File: src/rtl/rr_onehot_arbiter.sv
// -----------------------------------------------------------------------------
// rr_onehot_arbiter
// Four-requester round-robin arbiter that shares one downstream resource.
// A granted owner keeps the resource until it signals done, drops its request,
// or has held it for MAX_HOLD consecutive cycles (forced release, flagged by a
// one-cycle timeout pulse). Every release is followed by at least one idle
// cycle. The grant is presented both one-hot and encoded.
//
// Parameters:
//   MAX_HOLD    - maximum consecutive grant cycles per owner (1..255), 0 = off
// Ports:
//   clk         - rising-edge clock
//   rst         - asynchronous active-high reset
//   req[3:0]    - request lines, req[i] high = client i wants the resource
//   done        - owner releases the grant (only looked at while granted)
//   grant[3:0]  - registered one-hot grant, zero when idle
//   grant_idx   - registered encoded owner, meaningful while grant_valid=1
//   grant_valid - registered, high while a grant is held
//   timeout     - registered one-cycle pulse on a forced release
// -----------------------------------------------------------------------------
module rr_onehot_arbiter #(
  parameter int MAX_HOLD = 8
) (
  input  logic       clk,
  input  logic       rst,
  input  logic [3:0] req,
  input  logic       done,
  output logic [3:0] grant,
  output logic [1:0] grant_idx,
  output logic       grant_valid,
  output logic       timeout
);

  typedef enum logic [0:0] {
    IDLE  = 1'b0,
    GRANT = 1'b1
  } state_t;

  localparam logic [7:0] HOLD_LIM = 8'(MAX_HOLD);

  state_t     state_q, state_d;
  logic [1:0] last_q, last_d;
  logic [7:0] hold_cnt_q, hold_cnt_d;
  logic [3:0] grant_q, grant_d;
  logic [1:0] grant_idx_q, grant_idx_d;
  logic       grant_valid_q, grant_valid_d;
  logic       timeout_q, timeout_d;

  logic [2:0] pick_s;        // {found, index}
  logic       hold_limit_s;
  logic       owner_req_s;
  logic       release_s;

  // Round-robin search starting just after the last owner; returns {found, idx}.
  function automatic logic [2:0] rr_pick(input logic [3:0] req_v,
                                         input logic [1:0] last_v);
    logic [1:0] c1, c2, c3, c4;
    c1 = last_v + 2'd1;
    c2 = last_v + 2'd2;
    c3 = last_v + 2'd3;
    c4 = last_v;
    if (req_v[c1]) begin
      return {1'b1, c1};
    end else if (req_v[c2]) begin
      return {1'b1, c2};
    end else if (req_v[c3]) begin
      return {1'b1, c3};
    end else if (req_v[c4]) begin
      return {1'b1, c4};
    end else begin
      return 3'b000;
    end
  endfunction

  assign pick_s       = rr_pick(req, last_q);
  assign hold_limit_s = (MAX_HOLD != 0) && (hold_cnt_q == HOLD_LIM);
  assign owner_req_s  = req[grant_idx_q];
  assign release_s    = done | ~owner_req_s | hold_limit_s;

  // State and output registers with asynchronous reset.
  always_ff @(posedge clk or posedge rst) begin
    if (rst) begin
      state_q       <= IDLE;
      last_q        <= 2'd3;
      hold_cnt_q    <= 8'd0;
      grant_q       <= 4'b0000;
      grant_idx_q   <= 2'd0;
      grant_valid_q <= 1'b0;
      timeout_q     <= 1'b0;
    end else begin
      state_q       <= state_d;
      last_q        <= last_d;
      hold_cnt_q    <= hold_cnt_d;
      grant_q       <= grant_d;
      grant_idx_q   <= grant_idx_d;
      grant_valid_q <= grant_valid_d;
      timeout_q     <= timeout_d;
    end
  end

  // Next-state logic.
  always_comb begin
    state_d = state_q;
    case (state_q)
      IDLE: begin
        if (pick_s[2]) begin
          state_d = GRANT;
        end else begin
          state_d = IDLE;
        end
      end
      GRANT: begin
        if (release_s) begin
          state_d = IDLE;
        end else begin
          state_d = GRANT;
        end
      end
      default: state_d = IDLE;
    endcase
  end

  // Next values of the registered outputs, history and hold counter.
  always_comb begin
    last_d        = last_q;
    hold_cnt_d    = hold_cnt_q;
    grant_d       = grant_q;
    grant_idx_d   = grant_idx_q;
    grant_valid_d = grant_valid_q;
    timeout_d     = 1'b0;
    case (state_q)
      IDLE: begin
        if (pick_s[2]) begin
          grant_d       = 4'b0001 << pick_s[1:0];
          grant_idx_d   = pick_s[1:0];
          grant_valid_d = 1'b1;
          hold_cnt_d    = 8'd1;
        end else begin
          grant_d       = 4'b0000;
          grant_valid_d = 1'b0;
          hold_cnt_d    = 8'd0;
        end
      end
      GRANT: begin
        if (release_s) begin
          grant_d       = 4'b0000;
          grant_valid_d = 1'b0;
          last_d        = grant_idx_q;
          hold_cnt_d    = 8'd0;
          // Only a release caused purely by the hold limit counts as forced.
          timeout_d     = hold_limit_s & ~done & owner_req_s;
        end else begin
          if (hold_cnt_q != 8'hFF) begin
            hold_cnt_d = hold_cnt_q + 8'd1;
          end else begin
            hold_cnt_d = hold_cnt_q;
          end
        end
      end
      default: begin
        grant_d       = 4'b0000;
        grant_valid_d = 1'b0;
        hold_cnt_d    = 8'd0;
      end
    endcase
  end

  assign grant       = grant_q;
  assign grant_idx   = grant_idx_q;
  assign grant_valid = grant_valid_q;
  assign timeout     = timeout_q;

endmodule

File: config.mk
export PLATFORM = sky130hd
export DESIGN_NAME = rr_onehot_arbiter
export DESIGN_NICKNAME = d
export VERILOG_FILES = /design/src/rtl/rr_onehot_arbiter.sv
export SDC_FILE = /design/constraint.sdc
export NUM_CORES = 1
export LEC_CHECK = 0
export ABC_AREA = 1
export CORE_MARGIN = 3
export CORE_UTILIZATION = 55
export DETAILED_ROUTE_END_ITERATION = 10
export GPL_TIMING_DRIVEN = 0
export PLACE_DENSITY = 0.79
export SETUP_SLACK_MARGIN = 0.4
export SLEW_MARGIN = 20
export SYNTH_ARGS = -nofsm -noshare
export SYNTH_HDL_FRONTEND = slang
export SYNTH_SLANG_ARGS = --single-unit
File: constraint.sdc
create_clock -name clk -period 3.55 [get_ports clk]
set_clock_uncertainty 0.1 [all_clocks]
set_input_delay 0.5325 -clock clk [delete_from_list [all_inputs] [get_ports clk]]
set_output_delay 0.5325 -clock clk [all_outputs]
set_load 0.01 [all_outputs]
==> impl_metrics.py <==
metrics = {
    "route": {
        "drcViolationCount": 0,
        "wirelength_mm": 2.321,
        "drt_iter0_drc": 23,
        "via_count": 1044,
        "detail_route.vias_per_cell": 5.043,
        "drtAntennaViolNets": 0,
        "dr.pass1.iters": 4,
        "wire_per_inst_um": 11.21,
    },
    "timing": {
        "max_freq_mhz": 515.6,
        "finalHoldViolations": 0,
        "worst_pin_slew_ns": 0.7032,
        "relSlewSlack_pct": 53.07,
        "post-route-min-period_ns": 1.940,
        "drv_slew": 0,
        "tns_ns": 0,
        "whs_ns": 0.3830,
        "period_share_pct": 54.64,
        "rsz0062_at_grt": "false",
        "finalSetupViolCount": 0,
    },
    "clock_tree": {
        "clk_pin_slew_ns": 0.11,
        "cts_made_buffers": 3,
        "hold_buffers": 0,
        "clockRootBuffer": "clkbuf_4",
        "post_cts_resize_count": 0,
        "postCtsSetupRepairBufs": 0,
        "htreeDepth": 1,
        "cts.sinks": 19,
        "cts_buffer_depth": 2,
        "clk-insertion-delay-late_ns": 0.30,
        "cts_tree": "yes",
    },
    "worst_setup_path": {
        "required_ns": 2.92,
        "crit_family": "buffers and inverters",
        "critical_path_class": "flip-flop to output pin",
        "rrSetupSlack_ns": 1.90,
        "ff2ff_path_depth": 12,
        "worst-path-stages": 1,
        "critPathMaxFanout": 6,
        "cp_num_buf_inv": 1,
        "slowest_delay_ns": 0.57,
        "path_cells": "clkdlybuf4s50_1",
        "cp_slowest_cell": "clkdlybuf4s50_1",
        "endpoint_kind": "output pin",
        "worstSetupStartpointType": "flip-flop",
        "cp.arrival_ns": 1.31,
    },
    "floorplanning": {
        "dieHeight_um": 52.76,
        "io_pins": 15,
        "floorplan.initialDensity_pct": 59.47,
        "fp.dieW_um": 52.76,
        "dieArea_um2": 2783,
        "core-area_um2": 2022,
        "rows": 16,
    },
    "grt": {
        "grt_max_degree": 20,
        "grt_antenna_before_repair": 0,
        "grt_pass1_wl_mm": 4.229,
        "grtUsageTotal_pct": 20.47,
        "overflow": 0,
        "grt_pass1_vias": 989,
    },
    "power": {
        "p_leak_nw": 0.7145,
        "peakVddDrop_mv": 0.5211,
        "total_power_mw": 0.9900,
        "power_density_nw_per_um2": 705.8,
    },
    "placement": {
        "place_congestion": 0.8433,
        "io_buffers": 14,
        "placedCellCount": 203,
        "dpl.hpwl_mm": 1.860,
    },
    "logic_synthesis": {
        "netlist-cell-type-count": 29,
        "syn_nets": 171,
        "syn_area_per_cell_um2": 7.422,
        "yosys_warnings": 0,
        "yosysSeqAreaShare_pct": 39.75,
        "synth_seq_cells": 19,
        "synth_cells": 162,
        "netlist_area_um2": 1202,
    },
    "layout": {
        "syn2layout_area_growth_pct": 16.65,
        "num-nets-final": 190,
        "fin_cells": 207,
        "nFillCells": 176,
        "antenna_cells": 0,
        "drive_gt1_share_pct": 14.44,
        "multi_input_area_um2": 603.1,
        "seqCellArea_um2": 478.0,
        "layout_common_cells": "nand2_1 (50), inv_1 (23), dfrtp_1 (17)",
        "final_common_cell": "nand2_1",
    },
    "status": {
        "status": "complete, no violations",
    },
    "run": {
        "max_cap_viol_count": 0,
    },
    "worst_hold_path": {
        "hold_class": "flip-flop to flip-flop",
        "hold_path_depth": 2,
    },
}
registers in the layout, indices dropped and copies added (netlist names):
signal       cells
hold_cnt_q       8
grant_idx        2
last_q           2
grant            4
timeout          1
grant_valid      1
state_q          1
report_power, final:
part | internal (mW) | switching [mW]
Combinational | 0.213 | 0.333
Clock | 0.0438 | 0.0662
Sequential | 0.280 | 0.0545
through the flow:
| stage | setup slack, ns | util [%] | cell area [µm²] |
|---|---|---|---|
| floorplan | 2.060 | - | 1202 |
| global placement | 1.507 | 68.07 | 1376 |
| detailed placement | 1.461 | 68.07 | 1376 |
| CTS | 1.589 | 69.37 | 1403 |
| global route | 1.545 | 69.37 | 1403 |
| finish | 1.610 | 69.37 | 1403 |
cell usage after synthesis:
master | instances | area share, %
xor2_1 | 1 | 0.73
nor3_1 | 1 | 0.42
nand3_4 | 1 | 1.5
a21oi_1 | 5 | 2.1
a31oi_1 | 1 | 0.52
a21oi_2 | 1 | 0.73
inv_8 | 1 | 0.94
dfrtp_1 | 17 | 35
buf_6 | 1 | 0.94
inv_2 | 1 | 0.31
nand4_1 | 2 | 1.0
o21ai_0 | 5 | 2.1
o21ai_1 | 6 | 2.5
clkinv_4 | 1 | 0.73
nand2_1 | 50 | 16
nor3_4 | 1 | 1.4
nor2_2 | 1 | 0.52
xnor2_1 | 1 | 0.73
o211ai_1 | 1 | 0.62
o21ai_2 | 2 | 1.5
a21boi_0 | 1 | 0.62
dfstp_2 | 2 | 4.4
ha_1 | 2 | 2.1
nor2_1 | 13 | 4.1
nand2_4 | 1 | 0.94
nand3_1 | 10 | 4.2
inv_1 | 23 | 7.2
nand4_4 | 1 | 1.8
nand2_2 | 9 | 4.7
worst paths after layout:
check                              from       endpoint
setup / recovery           grant_idx[0]   grant_idx[0]
max in group asynchronous           rst  hold_cnt_q[0]
hold reg to reg             grant_valid    grant_valid
min in group asynchronous           rst    grant_valid
hold / removal              grant_valid    grant_valid
setup reg to reg              last_q[0]       grant[0]
cells by family after synthesis:
family | share of synthesized area (%)
AND/OR/NAND/NOR | 36.00
AO/OA/AOI/OAI | 10.61
buffers and inverters | 10.09
XOR/XNOR | 1.457
adder cells (fa/ha/maj) | 2.081
flip-flops | 39.75
per-layer routing:
layer / GRT usage (%) / wire, µm / up-vias
li1: - / - / 555
met1: 29.60 / 1189 / 469
met2: 30.99 / 1018 / 18
met3: 3.419 / 102 / 2
met4: 6.383 / 11 / 0
met5: 0 / 0 / -
area by class of cell:
class                   instances  area share (%)
multi-input cells             116           43.00
flip-flops and latches         19           34.08
repair buffers                 14           9.991
inverters                      26           7.850
well taps                      27           2.409
clock buffers                   4           1.873
plain buffers                   1          0.8029
No activity file was read; power rests on OpenSTA's default activity.
